### src/rtl/eth_pkg.sv
// rtl/eth_pkg.sv - shared types and constants for the MII receive framer
package eth_pkg;

    typedef enum logic [1:0] {IDLE, PREAMBLE, PAYLOAD, DROP} rx_state_t;

    localparam logic [3:0] PREAMBLE_NIB = 4'h5;
    localparam logic [3:0] SFD_NIB      = 4'hD;

    localparam logic [31:0] CRC32_POLY    = 32'h04C11DB7;
    localparam logic [31:0] CRC32_INIT    = 32'hFFFFFFFF;
    // Register value left by a right-shifting CRC after data plus its own FCS
    localparam logic [31:0] CRC32_RESIDUE = 32'hDEBB20E3;

    localparam int STATUS_W    = 5;
    localparam int ST_ALIGN    = 0;
    localparam int ST_RX_ERR   = 1;
    localparam int ST_TOO_LONG = 2;
    localparam int ST_RUNT     = 3;
    localparam int ST_FCS_BAD  = 4;

    function automatic logic [31:0] reflect32(input logic [31:0] v);
        logic [31:0] r;
        for (int i = 0; i < 32; i++) r[i] = v[31-i];
        return r;
    endfunction

endpackage

### src/rtl/mii_rx_framer_if.sv
// rtl/mii_rx_framer_if.sv - PHY nibble input, payload byte stream and frame status bundle
interface mii_rx_framer_if import eth_pkg::*; #(
    parameter int LEN_W = 11
);
    logic                rx_dv;
    logic [3:0]          rxd;
    logic                rx_err;
    logic                out_valid;
    logic [7:0]          out_data;
    logic                out_sof;
    logic                frame_done;
    logic [LEN_W-1:0]    frame_len;
    logic                frame_ok;
    logic [STATUS_W-1:0] status;

    modport master (
        input  rx_dv, rxd, rx_err,
        output out_valid, out_data, out_sof, frame_done, frame_len, frame_ok, status
    );

    modport slave (
        output rx_dv, rxd, rx_err,
        input  out_valid, out_data, out_sof, frame_done, frame_len, frame_ok, status
    );
endinterface

### src/rtl/crc32_byte.sv
// rtl/crc32_byte.sv - combinational reflected CRC-32 update by one byte
module crc32_byte
    import eth_pkg::*;
(
    input  logic [31:0] crc_in,
    input  logic [7:0]  data,
    output logic [31:0] crc_out
);
    localparam logic [31:0] POLY_REFL = reflect32(CRC32_POLY);

    always_comb begin
        crc_out = crc_in ^ {24'd0, data};
        for (int i = 0; i < 8; i++) begin
            crc_out = crc_out[0] ? ((crc_out >> 1) ^ POLY_REFL) : (crc_out >> 1);
        end
    end
endmodule

### src/rtl/mii_rx_framer.sv
// rtl/mii_rx_framer.sv - MII RX preamble/SFD stripper, byte assembler and frame status
// Optional FCS check enabled by MII_RX_FCS_CHECK_EN.
module mii_rx_framer
    import eth_pkg::*;
#(
    parameter int MIN_PREAMBLE = 2,
    parameter int MAX_BYTES    = 1518,
    parameter int MIN_BYTES    = 64,
    parameter int LEN_W        = 11
) (
    input  logic              clk,
    input  logic              rstn,
    mii_rx_framer_if.master   bus
);
    localparam logic [3:0]       PRE_MIN = 4'(MIN_PREAMBLE);
    localparam logic [LEN_W-1:0] LEN_MAX = LEN_W'(MAX_BYTES);
    localparam logic [LEN_W-1:0] LEN_SAT = LEN_W'(MAX_BYTES + 1);
    localparam logic [LEN_W-1:0] LEN_MIN = LEN_W'(MIN_BYTES);

    rx_state_t           state, state_nxt;
    logic [3:0]          pre_cnt;
    logic                phase;
    logic [3:0]          lo_nib;
    logic [LEN_W-1:0]    len;
    logic                first_byte, err_seen, too_long;
    logic                sfd_ok, byte_done, frame_end, emit, fcs_bad;
    logic [7:0]          byte_val;
    logic [STATUS_W-1:0] st_nxt;

    always_comb begin
        state_nxt = state;
        sfd_ok    = 1'b0;
        byte_done = 1'b0;
        frame_end = 1'b0;
        case (state)
            IDLE:
                if (bus.rx_dv) state_nxt = (bus.rxd == PREAMBLE_NIB) ? PREAMBLE : DROP;
            PREAMBLE:
                if (!bus.rx_dv) begin
                    state_nxt = IDLE;
                end else if (bus.rxd == SFD_NIB && pre_cnt >= PRE_MIN) begin
                    state_nxt = PAYLOAD;
                    sfd_ok    = 1'b1;
                end else if (bus.rxd != PREAMBLE_NIB) begin
                    state_nxt = DROP;
                end
            PAYLOAD:
                if (!bus.rx_dv) begin
                    state_nxt = IDLE;
                    frame_end = 1'b1;
                end else begin
                    byte_done = phase;
                end
            DROP:
                if (!bus.rx_dv) state_nxt = IDLE;
            default: state_nxt = IDLE;
        endcase
    end

    assign byte_val = {bus.rxd, lo_nib};
    // len still holds this byte's index, so bytes at index >= MAX_BYTES are suppressed
    assign emit     = byte_done && (len < LEN_MAX);

`ifdef MII_RX_FCS_CHECK_EN
    logic [31:0] crc, crc_upd;

    crc32_byte u_crc32_byte (
        .crc_in  (crc),
        .data    (byte_val),
        .crc_out (crc_upd)
    );

    always_ff @(posedge clk or negedge rstn) begin
        if (!rstn)       crc <= '0;
        else if (sfd_ok) crc <= CRC32_INIT;
        else if (emit)   crc <= crc_upd;
    end

    assign fcs_bad = (crc != CRC32_RESIDUE) && !phase;
`else
    assign fcs_bad = 1'b0;
`endif

    always_comb begin
        st_nxt              = '0;
        st_nxt[ST_ALIGN]    = phase;
        st_nxt[ST_RX_ERR]   = err_seen;
        st_nxt[ST_TOO_LONG] = too_long;
        st_nxt[ST_RUNT]     = (len < LEN_MIN);
        st_nxt[ST_FCS_BAD]  = fcs_bad;
    end

    always_ff @(posedge clk or negedge rstn) begin
        if (!rstn) state <= IDLE;
        else       state <= state_nxt;
    end

    always_ff @(posedge clk or negedge rstn) begin
        if (!rstn) begin
            pre_cnt        <= '0;
            phase          <= 1'b0;
            lo_nib         <= '0;
            len            <= '0;
            first_byte     <= 1'b0;
            err_seen       <= 1'b0;
            too_long       <= 1'b0;
            bus.out_valid  <= 1'b0;
            bus.out_data   <= '0;
            bus.out_sof    <= 1'b0;
            bus.frame_done <= 1'b0;
            bus.frame_len  <= '0;
            bus.frame_ok   <= 1'b0;
            bus.status     <= '0;
        end else begin
            bus.out_valid  <= emit;
            bus.out_sof    <= emit && first_byte;
            bus.frame_done <= frame_end;
            if (emit) bus.out_data <= byte_val;

            if (state == IDLE) begin
                pre_cnt <= 4'd1;
            end else if (state == PREAMBLE && bus.rxd == PREAMBLE_NIB && pre_cnt != 4'hF) begin
                pre_cnt <= pre_cnt + 4'd1;
            end

            if (sfd_ok) begin
                phase      <= 1'b0;
                len        <= '0;
                first_byte <= 1'b1;
                err_seen   <= 1'b0;
                too_long   <= 1'b0;
            end else if (state == PAYLOAD && bus.rx_dv) begin
                phase <= ~phase;
                if (!phase)      lo_nib   <= bus.rxd;
                if (bus.rx_err)  err_seen <= 1'b1;
                if (byte_done) begin
                    first_byte <= 1'b0;
                    if (len != LEN_SAT) len <= len + 1'b1;
                    if (len == LEN_MAX) too_long <= 1'b1;
                end
            end

            // Result registers change only here, so a following frame cannot disturb them
            if (frame_end) begin
                bus.frame_len <= len;
                bus.status    <= st_nxt;
                bus.frame_ok  <= ~|st_nxt;
            end
        end
    end
endmodule

### src/flat_wrapper.sv
// flat-port wrapper written by rule: the top's interface ports become plain ports
module mii_rx_framer_flat import eth_pkg::*;
#(
    parameter int MIN_PREAMBLE = 2,
    parameter int MAX_BYTES    = 1518,
    parameter int MIN_BYTES    = 64,
    parameter int LEN_W        = 11
)
  (clk, rstn, bus_rx_dv, bus_rxd, bus_rx_err, bus_out_valid, bus_out_data, bus_out_sof, bus_frame_done, bus_frame_len, bus_frame_ok, bus_status);
  mii_rx_framer_if #(.LEN_W(LEN_W)) bus_i ();
  input  logic clk;
  input  logic rstn;
  input wire logic [$bits(bus_i.rx_dv)-1:0] bus_rx_dv;
  input wire logic [$bits(bus_i.rxd)-1:0] bus_rxd;
  input wire logic [$bits(bus_i.rx_err)-1:0] bus_rx_err;
  output wire logic [$bits(bus_i.out_valid)-1:0] bus_out_valid;
  output wire logic [$bits(bus_i.out_data)-1:0] bus_out_data;
  output wire logic [$bits(bus_i.out_sof)-1:0] bus_out_sof;
  output wire logic [$bits(bus_i.frame_done)-1:0] bus_frame_done;
  output wire logic [$bits(bus_i.frame_len)-1:0] bus_frame_len;
  output wire logic [$bits(bus_i.frame_ok)-1:0] bus_frame_ok;
  output wire logic [$bits(bus_i.status)-1:0] bus_status;
  assign bus_i.rx_dv = bus_rx_dv;
  assign bus_i.rxd = bus_rxd;
  assign bus_i.rx_err = bus_rx_err;
  assign bus_out_valid = bus_i.out_valid;
  assign bus_out_data = bus_i.out_data;
  assign bus_out_sof = bus_i.out_sof;
  assign bus_frame_done = bus_i.frame_done;
  assign bus_frame_len = bus_i.frame_len;
  assign bus_frame_ok = bus_i.frame_ok;
  assign bus_status = bus_i.status;
  mii_rx_framer #(.MIN_PREAMBLE(MIN_PREAMBLE), .MAX_BYTES(MAX_BYTES), .MIN_BYTES(MIN_BYTES), .LEN_W(LEN_W)) u_core (.clk(clk), .rstn(rstn), .bus(bus_i));
endmodule
### config.mk
export PLATFORM = sky130hd
export DESIGN_NAME = mii_rx_framer_flat
export DESIGN_NICKNAME = d
export VERILOG_FILES = /design/src/rtl/eth_pkg.sv /design/src/rtl/mii_rx_framer_if.sv /design/src/rtl/crc32_byte.sv /design/src/rtl/mii_rx_framer.sv /design/src/flat_wrapper.sv
export SDC_FILE = /design/constraint.sdc
export NUM_CORES = 1
export LEC_CHECK = 0
export BUFFER_PORTS_ARGS = -buffer_cell sky130_fd_sc_hd__buf_2
export CORE_ASPECT_RATIO = 0.6
export CORE_MARGIN = 3
export CORE_UTILIZATION = 35
export CTS_CLUSTER_DIAMETER = 200
export DETAILED_ROUTE_END_ITERATION = 16
export HOLD_SLACK_MARGIN = 0.15
export PLACE_DENSITY_LB_ADDON = 0.3
export RECOVER_POWER = 25
export SYNTH_ARGS = -nofsm -noshare
export SYNTH_HDL_FRONTEND = slang
export SYNTH_SLANG_ARGS = --single-unit
### constraint.sdc
create_clock -name clk -period 4.3 [get_ports clk]
set_input_delay 1.29 -clock clk [delete_from_list [all_inputs] [get_ports clk]]
set_output_delay 1.29 -clock clk [all_outputs]
set_load 0.03 [all_outputs]
==> run_summary.xml, run 1 <==
<?xml version="1.0" encoding="UTF-8"?>
<metrics>
  <group name="worst_setup_path">
    <metric name="setup.worst_path.start_class" unit="">input port</metric>
    <metric name="critical_path_peak_fanout" unit="">32</metric>
    <metric name="top_delay_family_on_crit_path" unit="">buffers and inverters</metric>
    <metric name="critPathMaxStageDelay" unit="ns">1.22</metric>
    <metric name="critical_path_buf_inv_count" unit="">2</metric>
    <metric name="cp-end-kind" unit="">asynchronous set/reset pin</metric>
    <metric name="critical_path.cell_chain" unit="">clkbuf_1, buf_4</metric>
    <metric name="worst_path_max_delay_cell" unit="">sky130_fd_sc_hd__clkbuf_1</metric>
    <metric name="critical_path_required" unit="ns">4.79</metric>
    <metric name="critPathArrivalTime" unit="ns">3.00</metric>
    <metric name="critical_setup_path_kind" unit="">input port to asynchronous set/reset pin</metric>
  </group>
  <group name="synth">
    <metric name="number_of_synthesized_register_bits" unit="">52</metric>
    <metric name="ys_async_sr_fraction" unit="">1.00</metric>
    <metric name="synth-edff-count" unit="">0</metric>
    <metric name="synth_warnings" unit="">0</metric>
    <metric name="synth.net_count" unit="">224</metric>
    <metric name="netlist_area_before_placement" unit="sq um">2270</metric>
    <metric name="synthesis.instances" unit="">213</metric>
    <metric name="synth_cell_types" unit="">44</metric>
    <metric name="synth-seq-area-share" unit="">0.573</metric>
    <metric name="synth_ff_type" unit="">sky130_fd_sc_hd__dfrtp_1</metric>
    <metric name="postSynthAreaPerCell" unit="sq um">10.7</metric>
  </group>
  <group name="sta">
    <metric name="rsz0062_at_grt" unit="">false</metric>
    <metric name="timing.slew.headroom" unit="">-0.151</metric>
    <metric name="final-max-slew-violation-count" unit="">33</metric>
    <metric name="setup-violations-final" unit="">0</metric>
    <metric name="setup_total_negative_slack" unit="ns">0</metric>
    <metric name="final_min_period_over_clock_period" unit="">0.585</metric>
    <metric name="fin_crit" unit="ns">2.52</metric>
    <metric name="achievable-frequency" unit="MHz">397</metric>
    <metric name="finalHoldViolations" unit="">0</metric>
    <metric name="tightest_slew" unit="ns">1.73</metric>
    <metric name="worst_clock_skew" unit="ns">0.00827</metric>
  </group>
  <group name="global_routing">
    <metric name="grt_antenna_before_repair" unit="">0</metric>
    <metric name="via_count_of_the_first_global_routing_pass" unit="">1466</metric>
    <metric name="grt.overflow.total" unit="">0</metric>
    <metric name="maximum_number_of_pins_on_one_net_before_global_route_repair" unit="">33</metric>
    <metric name="grt_first_pass_wirelength" unit="microns">7760</metric>
    <metric name="grt_util_all_layers" unit="">0.138</metric>
  </group>
  <group name="drt">
    <metric name="detail-route-antenna-nets" unit="">0</metric>
    <metric name="drt_drc_violations_left" unit="">0</metric>
    <metric name="firstDrtPassIters" unit="">6</metric>
    <metric name="drt_wl_total" unit="microns">4820</metric>
    <metric name="route.detailed.wl_per_inst" unit="microns">14.5</metric>
    <metric name="num_vias" unit="">1658</metric>
    <metric name="via_per_inst" unit="">5.01</metric>
    <metric name="dr.first_iter.drc_count" unit="">85</metric>
  </group>
  <group name="clock_network">
    <metric name="post_cts.resized_instances" unit="">0</metric>
    <metric name="h-tree-depth" unit="">2</metric>
    <metric name="path_clk_slew" unit="ns">0.10</metric>
    <metric name="clk_path_buf_depth" unit="">2</metric>
    <metric name="clk-insertion-delay-late" unit="ns">0.30</metric>
    <metric name="cts-root-buf" unit="">sky130_fd_sc_hd__clkbuf_8</metric>
    <metric name="clkSinkCount" unit="">52</metric>
    <metric name="post_cts_hold_buffer_count" unit="">0</metric>
    <metric name="cts_tree" unit="">done</metric>
    <metric name="cts_inserted_buffers" unit="">5</metric>
    <metric name="postCtsSetupRepairBufs" unit="">0</metric>
  </group>
  <group name="floorplan">
    <metric name="placeableCoreArea" unit="sq um">6190</metric>
    <metric name="fp.dieArea" unit="sq um">7530</metric>
    <metric name="io_pins" unit="">36</metric>
    <metric name="chipWidth" unit="microns">110</metric>
    <metric name="row_count" unit="">22</metric>
    <metric name="die_h" unit="microns">68.4</metric>
    <metric name="initial_core_util" unit="">0.367</metric>
  </group>
  <group name="placed_design">
    <metric name="gp_congestion" unit="">0.843</metric>
    <metric name="postPlaceCellArea" unit="sq um">2510</metric>
    <metric name="port_buffers" unit="">34</metric>
    <metric name="dp_hpwl" unit="microns">3500</metric>
  </group>
  <group name="finish">
    <metric name="final_design_area_no_fill" unit="sq um">2600</metric>
    <metric name="finish.net_count" unit="">257</metric>
    <metric name="seqCellArea" unit="sq um">1300</metric>
    <metric name="drive_gt1_frac" unit="">0.235</metric>
    <metric name="fillers" unit="">619</metric>
    <metric name="areaGrowthSynthToFinish" unit="%">14.3</metric>
    <metric name="multiInputGateArea" unit="sq um">906</metric>
    <metric name="n_antenna_cell" unit="">0</metric>
  </group>
  <group name="run_status">
    <metric name="failed_checks" unit="">max-capacitance violations, max-slew violations</metric>
    <metric name="run_status" unit="">finished with violations</metric>
  </group>
  <group name="worst_hold_path">
    <metric name="hold_class" unit="">register to register</metric>
  </group>
  <group name="power_and_ir_drop">
    <metric name="vdd_ir_drop_max" unit="V">0.000263</metric>
    <metric name="power.static_leakage" unit="nW">1.29</metric>
    <metric name="power.density_cell_area" unit="nW/um^2">495</metric>
  </group>
  <group name="job">
    <metric name="max_cap_violations" unit="">1</metric>
  </group>
</metrics>
## Yosys cell counts, types with 2 or more instances
library cell / number / area (sq um)
sky130_fd_sc_hd__and4_1: 3 / 26.3
sky130_fd_sc_hd__xor2_1: 3 / 26.3
sky130_fd_sc_hd__nand3_1: 5 / 25.0
sky130_fd_sc_hd__nor3_1: 5 / 25.0
sky130_fd_sc_hd__nor3b_1: 2 / 15.0
sky130_fd_sc_hd__a21oi_1: 7 / 35.0
sky130_fd_sc_hd__nand2_1: 42 / 158
sky130_fd_sc_hd__mux2i_1: 2 / 20.0
sky130_fd_sc_hd__clkbuf_1: 4 / 15.0
sky130_fd_sc_hd__xnor2_1: 4 / 35.0
sky130_fd_sc_hd__a31oi_1: 2 / 12.5
sky130_fd_sc_hd__and4b_1: 2 / 20.0
sky130_fd_sc_hd__buf_2: 4 / 20.0
sky130_fd_sc_hd__o21ai_0: 8 / 40.0
sky130_fd_sc_hd__nand4_1: 3 / 18.8
sky130_fd_sc_hd__nor4_1: 4 / 25.0
sky130_fd_sc_hd__inv_1: 6 / 22.5
sky130_fd_sc_hd__mux2_2: 12 / 135
sky130_fd_sc_hd__nor2_1: 14 / 52.6
sky130_fd_sc_hd__ha_1: 3 / 37.5
sky130_fd_sc_hd__dfrtp_1: 52 / 1300
sky130_fd_sc_hd__and3_1: 2 / 12.5
sky130_fd_sc_hd__and2_1: 3 / 18.8
## logic make-up after synthesis
logic type | share of synthesized area
flops | 0.573
mux | 0.0683
other cells | 0.00165
xor+xnor | 0.0270
simple gates | 0.210
compound gates | 0.0754
fa+ha+maj | 0.0165
buf+inv | 0.0286
## report_power, final
part	switching, W	total, W	leakage (nW)	internal, W
combinational	0.000217	0.000334	0.584	0.000118
sequential	0.0000871	0.000672	0.665	0.000585
clock	0.000162	0.000279	0.0456	0.000116
## flip-flops by register name, indices dropped and copies added, names as in the netlist
name	count
u_core.bus.out_sof	1
u_core.pre_cnt	4
u_core.lo_nib	4
u_core.bus.out_data	8
u_core.bus.out_valid	1
u_core.too_long	1
u_core.bus.frame_len	11
u_core.phase	1
u_core.first_byte	1
u_core.state	2
u_core.err_seen	1
u_core.len	11
u_core.bus.frame_done	1
u_core.bus.status	4
u_core.bus.frame_ok	1
## final cells by class
cell class / count / area share
well taps: 84 / 0.0405
inverters: 6 / 0.00867
clock buffers: 6 / 0.0280
multi-input cells: 146 / 0.349
repair buffers: 35 / 0.0675
flip-flops and latches: 52 / 0.501
clock inverters: 2 / 0.00530
## cells in the final DEF, fill, tap and decap left out, types with 2 or more instances in the layout
| cell | n |
|---|---|
| sky130_fd_sc_hd__a21oi_1 | 7 |
| sky130_fd_sc_hd__a31oi_1 | 2 |
| sky130_fd_sc_hd__and2_1 | 3 |
| sky130_fd_sc_hd__and3_1 | 2 |
| sky130_fd_sc_hd__and4_1 | 3 |
| sky130_fd_sc_hd__and4b_1 | 2 |
| sky130_fd_sc_hd__buf_2 | 32 |
| sky130_fd_sc_hd__clkbuf_1 | 3 |
| sky130_fd_sc_hd__clkbuf_8 | 5 |
| sky130_fd_sc_hd__dfrtp_1 | 52 |
| sky130_fd_sc_hd__ha_1 | 3 |
| sky130_fd_sc_hd__inv_1 | 6 |
| sky130_fd_sc_hd__mux2_2 | 12 |
| sky130_fd_sc_hd__mux2i_1 | 2 |
| sky130_fd_sc_hd__nand2_1 | 42 |
| sky130_fd_sc_hd__nand3_1 | 5 |
| sky130_fd_sc_hd__nand4_1 | 3 |
| sky130_fd_sc_hd__nor2_1 | 14 |
| sky130_fd_sc_hd__nor3_1 | 5 |
| sky130_fd_sc_hd__nor3b_1 | 2 |
| sky130_fd_sc_hd__nor4_1 | 4 |
| sky130_fd_sc_hd__o21ai_0 | 8 |
| sky130_fd_sc_hd__xnor2_1 | 4 |
| sky130_fd_sc_hd__xor2_1 | 3 |
## per-stage QoR
stage | hold WS (ns) | util | setup WS [ns] | std cells | power (W)
final | 0.478 | 0.419 | 1.78 | 331 | 0.00129
after global routing | 0.512 | 0.419 | 1.45 | 331 | 0.00136
after CTS | 0.487 | 0.420 | 1.82 | 331 | 0.00130
after detailed placement | 0.464 | 0.406 | 1.50 | 323 | 0.00102
after global placement | 0.456 | 0.406 | 1.48 | 323 | 0.00101
after floorplan | 0.441 | - | 1.82 | 213 | 0.000902
## path summary, 6_finish.rpt
check	start	to	slack, ns	cells past startpoint
max	rstn	u_core.bus.frame_len[2]	1.78	2
min	u_core.bus.status[0]	u_core.bus.status[0]	0.48	2
max reg2reg	u_core.pre_cnt[0]	u_core.len[1]	2.41	6
min reg2reg	u_core.bus.status[0]	u_core.bus.status[0]	0.48	2
max in group clk	bus_rx_dv	u_core.bus.out_data[5]	1.83	4
min in group asynchronous	rstn	u_core.pre_cnt[2]	1.42	1
## metal layers
metal  vias to the layer above  global-route usage  share of wire
li1                        801                   -              -
met1                       796               0.223           0.56
met2                        59               0.172           0.36
met3                         2              0.0405          0.074
met4                         0              0.0327         0.0039
met5                         -                   0              0
No activity file was read; power rests on OpenSTA's default activity.
==> run 2: changes to the inputs <==
==> constraint.sdc (replaced) <==
create_clock -name clk -period 2.42 [get_ports clk]
set_input_delay 0.726 -clock clk [delete_from_list [all_inputs] [get_ports clk]]
set_output_delay 0.726 -clock clk [all_outputs]
set_load 0.03 [all_outputs]
==> run 2 against run 1 <==
  * The run now ends clean
  * Die area unchanged
  * Wire length increased by 0.60%
  * Clock power increased by 120%
  * Cell area increased by 2.1%
  * Count of clock-buffer cells in the layout unchanged
  * Largest cell class unchanged
  * Critical path depth increased by 5
  * Critical path type is now register to register
  * Via count increased by 1.1%
  * Non-clock buffer count increased by 4
  * Utilization increased by 0.89 points
==> run_summary.xml, run 2 (same netlist as run 1, synthesis figures left out) <==
<?xml version="1.0" encoding="UTF-8"?>
<metrics>
  <group name="run_status">
    <metric name="run_status" unit="">finished clean</metric>
  </group>
  <group name="sta">
    <metric name="finalHoldViolations" unit="">0</metric>
    <metric name="rsz0062_at_grt" unit="">false</metric>
    <metric name="worst_clock_skew" unit="ns">0.0104</metric>
    <metric name="tightest_slew" unit="ns">1.27</metric>
    <metric name="layout_setup_ws" unit="ns">0.594</metric>
    <metric name="timing.slew.headroom" unit="">0.156</metric>
    <metric name="final-max-slew-violation-count" unit="">0</metric>
    <metric name="final_min_period_over_clock_period" unit="">0.754</metric>
    <metric name="achievable-frequency" unit="MHz">548</metric>
    <metric name="setup-violations-final" unit="">0</metric>
    <metric name="setup_total_negative_slack" unit="ns">0</metric>
    <metric name="fin_crit" unit="ns">1.83</metric>
  </group>
  <group name="drt">
    <metric name="wl_met1" unit="microns">2660</metric>
    <metric name="top_layer" unit="">met4</metric>
    <metric name="route.detailed.wl_per_inst" unit="microns">14.5</metric>
    <metric name="detailroute.wirelength.met3" unit="microns">349</metric>
    <metric name="num_vias" unit="">1676</metric>
    <metric name="firstDrtPassIters" unit="">5</metric>
    <metric name="drt_drc_violations_left" unit="">0</metric>
    <metric name="detail-route-antenna-nets" unit="">0</metric>
    <metric name="dr.first_iter.drc_count" unit="">105</metric>
    <metric name="met2_length" unit="microns">1770</metric>
    <metric name="via_per_inst" unit="">5.00</metric>
    <metric name="drt_wl_total" unit="microns">4840</metric>
  </group>
  <group name="worst_setup_path">
    <metric name="worst_path_max_delay_cell" unit="">sky130_fd_sc_hd__dfrtp_1</metric>
    <metric name="critical_setup_path_kind" unit="">register to register</metric>
    <metric name="cp-end-kind" unit="">register</metric>
    <metric name="critical_path_buf_inv_count" unit="">2</metric>
    <metric name="critical_path_peak_fanout" unit="">14</metric>
    <metric name="critical_path_required" unit="ns">2.65</metric>
    <metric name="depth_of_the_critical_timing_path_with_buffers_and_inverters_included" unit="">7</metric>
    <metric name="setup.worst_path.start_class" unit="">register</metric>
    <metric name="critical_path.cell_chain" unit="">inv_1, ha_1, nor4_1, and4bb_2, and2_1, buf_4, o31ai_1</metric>
    <metric name="top_delay_family_on_crit_path" unit="">simple AND/OR/NAND/NOR gates</metric>
    <metric name="critPathArrivalTime" unit="ns">2.05</metric>
    <metric name="worst-r2r-cell-count" unit="">7</metric>
    <metric name="critPathMaxStageDelay" unit="ns">0.41</metric>
  </group>
  <group name="global_routing">
    <metric name="maximum_number_of_pins_on_one_net_before_global_route_repair" unit="">53</metric>
    <metric name="grt_first_pass_wirelength" unit="microns">8070</metric>
    <metric name="via_count_of_the_first_global_routing_pass" unit="">1553</metric>
    <metric name="grt.overflow.total" unit="">0</metric>
    <metric name="grt_util_all_layers" unit="">0.144</metric>
    <metric name="grt_antenna_before_repair" unit="">0</metric>
  </group>
  <group name="finish">
    <metric name="finish.net_count" unit="">261</metric>
    <metric name="largestRegisters" unit="">u_core.bus.frame_len x11, u_core.len x11, u_core.bus.out_data x8</metric>
    <metric name="layout_commonest_cell" unit="">sky130_fd_sc_hd__dfrtp_1</metric>
    <metric name="n_antenna_cell" unit="">0</metric>
    <metric name="layout_common_cells" unit="">sky130_fd_sc_hd__dfrtp_1, sky130_fd_sc_hd__nand2_1, sky130_fd_sc_hd__buf_2</metric>
    <metric name="drive_gt1_frac" unit="">0.255</metric>
    <metric name="areaGrowthSynthToFinish" unit="%">16.7</metric>
  </group>
  <group name="worst_hold_path">
    <metric name="hold_depth" unit="">2</metric>
    <metric name="hold_class" unit="">register to register</metric>
  </group>
  <group name="clock_network">
    <metric name="clk_path_buf_depth" unit="">2</metric>
    <metric name="cts_tree" unit="">done</metric>
    <metric name="clkSinkCount" unit="">52</metric>
    <metric name="postCtsSetupRepairBufs" unit="">0</metric>
    <metric name="cts_inserted_buffers" unit="">5</metric>
    <metric name="clk-insertion-delay-late" unit="ns">0.31</metric>
    <metric name="post_cts.resized_instances" unit="">0</metric>
    <metric name="cts-root-buf" unit="">sky130_fd_sc_hd__clkbuf_8</metric>
    <metric name="path_clk_slew" unit="ns">0.10</metric>
    <metric name="h-tree-depth" unit="">2</metric>
    <metric name="post_cts_hold_buffer_count" unit="">0</metric>
  </group>
  <group name="power_and_ir_drop">
    <metric name="power.static_leakage" unit="nW">1.33</metric>
    <metric name="vdd_ir_drop_max" unit="V">0.000365</metric>
    <metric name="power.density_cell_area" unit="nW/um^2">910</metric>
  </group>
  <group name="floorplan">
    <metric name="row_count" unit="">22</metric>
    <metric name="fp.dieArea" unit="sq um">7530</metric>
    <metric name="chipWidth" unit="microns">110</metric>
    <metric name="initial_core_util" unit="">0.367</metric>
    <metric name="die_h" unit="microns">68.4</metric>
    <metric name="io_pins" unit="">36</metric>
    <metric name="placeableCoreArea" unit="sq um">6190</metric>
  </group>
  <group name="placed_design">
    <metric name="detailedPlace.worstSlack" unit="ns">0.414</metric>
    <metric name="dp_hpwl" unit="microns">3480</metric>
    <metric name="gp_congestion" unit="">0.826</metric>
    <metric name="port_buffers" unit="">34</metric>
  </group>
  <group name="job">
    <metric name="max_cap_violations" unit="">0</metric>
  </group>
</metrics>
==> run 2: worst paths after layout <==
path / end / startpoint / slack, ns
min: u_core.bus.frame_len[0] / u_core.bus.frame_len[0] / 0.48
max: u_core.len[1] / u_core.pre_cnt[0] / 0.59
max in group asynchronous: u_core.first_byte / rstn / 0.90
min in group asynchronous: u_core.pre_cnt[1] / rstn / 0.76
min reg2reg: u_core.bus.frame_len[0] / u_core.bus.frame_len[0] / 0.48
max reg2reg: u_core.len[1] / u_core.pre_cnt[0] / 0.59
==> run 2: stage by stage <==
stage          std cells   util  cell area (sq um)  hold slack [ns]  power [W]
6_report             335  0.428               2650            0.479    0.00241
5_1_grt              335  0.428               2650            0.500    0.00255
4_1_cts              335  0.428               2650            0.482    0.00244
3_5_place_dp         327  0.411               2540            0.459    0.00183
3_3_place_gp         327  0.411               2540            0.456    0.00181
2_1_floorplan        213      -               2270            0.430    0.00160
==> run 2: report_power, final <==
part	switching [W]	internal, W
Clock	0.000298	0.000313
Sequential	0.000154	0.00104
Combinational	0.000396	0.000214
==> run 2: final cells by class <==
class	instances	area [sq um]
Clock inverter	2	38.8
Tap cell	84	105
Clock buffer	6	72.6
Fill cell	588	3540
Inverter	6	22.5
Timing Repair Buffer	39	205
Multi-Input combinational cell	146	906
Sequential cell	52	1300
==> run 2: worst min-delay path: stages, from the launching register on <==
cell and delay, ns:
sky130_fd_sc_hd__dfrtp_1 0.35, sky130_fd_sc_hd__nand2_1 0.05, sky130_fd_sc_hd__nand2_1 0.05
==> run 2: per-layer routing <==
| layer | track usage | vias to the layer above |
|---|---|---|
| met5 | 0 | - |
| met4 | 0.0467 | 0 |
| met3 | 0.0386 | 7 |
| met2 | 0.191 | 48 |
| met1 | 0.222 | 807 |
| li1 | - | 814 |
==> run 3: changes to the inputs <==
==> constraint.sdc (replaced) <==
create_clock -name clk -period 1.6 [get_ports clk]
set_input_delay 0.48 -clock clk [delete_from_list [all_inputs] [get_ports clk]]
set_output_delay 0.48 -clock clk [all_outputs]
set_load 0.03 [all_outputs]
==> run 3 against run 2 <==
  * Clock skew is essentially flat
  * Die area unchanged
  * Cell count increased by 7.8%
  * The flow now finishes with violations (negative setup slack)
  * Worst hold slack got worse by 0.038 ns
  * Clock power is 26% higher
  * Largest power group unchanged
  * First-iteration DRC count rose by 15%
==> run_summary.xml, run 3 (same netlist as run 1, synthesis figures left out) <==
<?xml version="1.0" encoding="UTF-8"?>
<metrics>
  <group name="placed_design">
    <metric name="place_inst" unit="">352</metric>
    <metric name="dp_hpwl" unit="microns">3690</metric>
    <metric name="postPlaceCellArea" unit="sq um">2760</metric>
    <metric name="gp_congestion" unit="">0.889</metric>
    <metric name="port_buffers" unit="">34</metric>
    <metric name="detailedPlace.worstSlack" unit="ns">-0.105</metric>
  </group>
  <group name="sta">
    <metric name="worst_clock_skew" unit="ns">0.0102</metric>
    <metric name="final_min_period_over_clock_period" unit="">1.00</metric>
    <metric name="setup_total_negative_slack" unit="ns">-0.00278</metric>
    <metric name="timing.slew.headroom" unit="">0.531</metric>
    <metric name="achievable-frequency" unit="MHz">624</metric>
    <metric name="layout_setup_ws" unit="ns">-0.00278</metric>
    <metric name="fin_crit" unit="ns">1.60</metric>
    <metric name="tightest_slew" unit="ns">0.704</metric>
    <metric name="finalHoldViolations" unit="">0</metric>
    <metric name="rsz0062_at_grt" unit="">true</metric>
    <metric name="final-max-slew-violation-count" unit="">0</metric>
    <metric name="setup-violations-final" unit="">1</metric>
  </group>
  <group name="drt">
    <metric name="detail-route-antenna-nets" unit="">0</metric>
    <metric name="firstDrtPassIters" unit="">4</metric>
    <metric name="num_vias" unit="">1707</metric>
    <metric name="via_per_inst" unit="">4.73</metric>
    <metric name="drt_wl_total" unit="microns">5010</metric>
    <metric name="dr.first_iter.drc_count" unit="">121</metric>
    <metric name="route.detailed.wl_per_inst" unit="microns">13.9</metric>
    <metric name="drt_drc_violations_left" unit="">0</metric>
  </group>
  <group name="worst_setup_path">
    <metric name="worst_path_max_delay_cell" unit="">sky130_fd_sc_hd__dfrtp_1</metric>
    <metric name="critPathMaxStageDelay" unit="ns">0.42</metric>
    <metric name="critical_path.cell_chain" unit="">ha_2, nor4_2, and4bb_2, and2_4, buf_6, o31ai_4</metric>
    <metric name="critPathArrivalTime" unit="ns">1.82</metric>
    <metric name="critical_setup_path_kind" unit="">register to register</metric>
    <metric name="cp-end-kind" unit="">register</metric>
    <metric name="critical_path_peak_fanout" unit="">7</metric>
    <metric name="critical_path_required" unit="ns">1.82</metric>
    <metric name="setup.worst_path.start_class" unit="">register</metric>
    <metric name="top_delay_family_on_crit_path" unit="">simple AND/OR/NAND/NOR gates</metric>
    <metric name="critical_path_buf_inv_count" unit="">1</metric>
  </group>
  <group name="global_routing">
    <metric name="maximum_number_of_pins_on_one_net_before_global_route_repair" unit="">53</metric>
    <metric name="grt.overflow.total" unit="">0</metric>
    <metric name="grt_first_pass_wirelength" unit="microns">8670</metric>
    <metric name="grt_util_all_layers" unit="">0.152</metric>
    <metric name="via_count_of_the_first_global_routing_pass" unit="">1729</metric>
    <metric name="grt_antenna_before_repair" unit="">0</metric>
  </group>
  <group name="clock_network">
    <metric name="postCtsSetupRepairBufs" unit="">0</metric>
    <metric name="clk_path_buf_depth" unit="">2</metric>
    <metric name="h-tree-depth" unit="">2</metric>
    <metric name="cts_tree" unit="">done</metric>
    <metric name="path_clk_slew" unit="ns">0.10</metric>
    <metric name="cts_inserted_buffers" unit="">5</metric>
    <metric name="clkSinkCount" unit="">52</metric>
    <metric name="clk-insertion-delay-late" unit="ns">0.31</metric>
    <metric name="cts-root-buf" unit="">sky130_fd_sc_hd__clkbuf_8</metric>
  </group>
  <group name="floorplan">
    <metric name="chipWidth" unit="microns">110</metric>
    <metric name="placeableCoreArea" unit="sq um">6190</metric>
    <metric name="die_h" unit="microns">68.4</metric>
    <metric name="fp.dieArea" unit="sq um">7530</metric>
    <metric name="row_count" unit="">22</metric>
    <metric name="io_pins" unit="">36</metric>
    <metric name="initial_core_util" unit="">0.367</metric>
  </group>
  <group name="worst_hold_path">
    <metric name="hold_class" unit="">input port to register</metric>
  </group>
  <group name="run_status">
    <metric name="run_status" unit="">finished with violations</metric>
    <metric name="failed_checks" unit="">negative setup slack</metric>
  </group>
  <group name="finish">
    <metric name="layout_commonest_cell" unit="">sky130_fd_sc_hd__dfrtp_1</metric>
    <metric name="n_antenna_cell" unit="">0</metric>
    <metric name="final_design_area_no_fill" unit="sq um">2900</metric>
    <metric name="finish.net_count" unit="">287</metric>
    <metric name="final_cells" unit="">361</metric>
    <metric name="areaGrowthSynthToFinish" unit="%">27.5</metric>
    <metric name="layout_common_cells" unit="">sky130_fd_sc_hd__dfrtp_1, sky130_fd_sc_hd__nand2_1, sky130_fd_sc_hd__buf_2</metric>
    <metric name="largestRegisters" unit="">u_core.bus.frame_len x11, u_core.len x11, u_core.bus.out_data x8</metric>
    <metric name="drive_gt1_frac" unit="">0.343</metric>
  </group>
  <group name="job">
    <metric name="max_cap_violations" unit="">0</metric>
  </group>
  <group name="power_and_ir_drop">
    <metric name="power.density_cell_area" unit="nW/um^2">1250</metric>
    <metric name="power.static_leakage" unit="nW">1.45</metric>
    <metric name="vdd_ir_drop_max" unit="V">0.000612</metric>
    <metric name="total_power" unit="W">0.00363</metric>
  </group>
</metrics>
run 3: cell count changes in the layout (fill, tap and decap cells not counted), sizes merged:
cell         before  now
inv               7    5
buf              38   63
dlygate4sd3       0    1
bufinv            1    0
clkinvlp          0    2
clkinv            0    1
run 3: layer usage:
metal	GRT usage	part of all wire	vias to the layer above
li1	-	-	868
met1	0.232	0.56	799
met4	0.0467	0.012	0
met2	0.211	0.37	34
met3	0.0368	0.053	6
met5	0	0	-
run 3: worst paths after layout:
path / startpoint / to / slack, ns / cells past startpoint
worst min register to register: u_core.bus.status[2] / u_core.bus.status[2] / 0.48 / 2
worst max register to register: u_core.pre_cnt[1] / u_core.len[1] / -0.003 / 6
worst min-delay path: bus_rxd[1] / u_core.lo_nib[1] / 0.44 / 2
worst max-delay path: u_core.pre_cnt[1] / u_core.len[1] / -0.003 / 6
max in group asynchronous: rstn / u_core.too_long / 0.28 / 3
min in group asynchronous: rstn / u_core.pre_cnt[0] / 0.85 / 3
run 3: what timing repair did:
item | CTS | global route
hold endpoints to repair | 1 | 0
pin swaps | 1 | 0
hold buffers | 1 | 0
setup endpoints to repair | 5 | 15
resized for setup | 5 | 4
run 3: cell type report:
type                       count  area (sq um)
tap                           84           105
timing repair buffer          65           422
fill                         605          3300
multi-input combinational    146           955
clock buffer                   6          72.6
inverter                       6          26.3
sequential                    52          1300
clock inverter                 2          16.3
run 3: power breakdown:
group          internal, W  switching [W]  total (W)
clock             0.000312       0.000458   0.000771
sequential         0.00157       0.000147    0.00172
combinational     0.000430       0.000708    0.00114
run 3: per-stage QoR:
step / util / hold slack [ns]
final: 0.468 / 0.441
after global routing: 0.468 / 0.429
after CTS: 0.465 / 0.418
after detailed placement: 0.446 / 0.458
after global placement: 0.446 / 0.454
after floorplan: - / 0.184
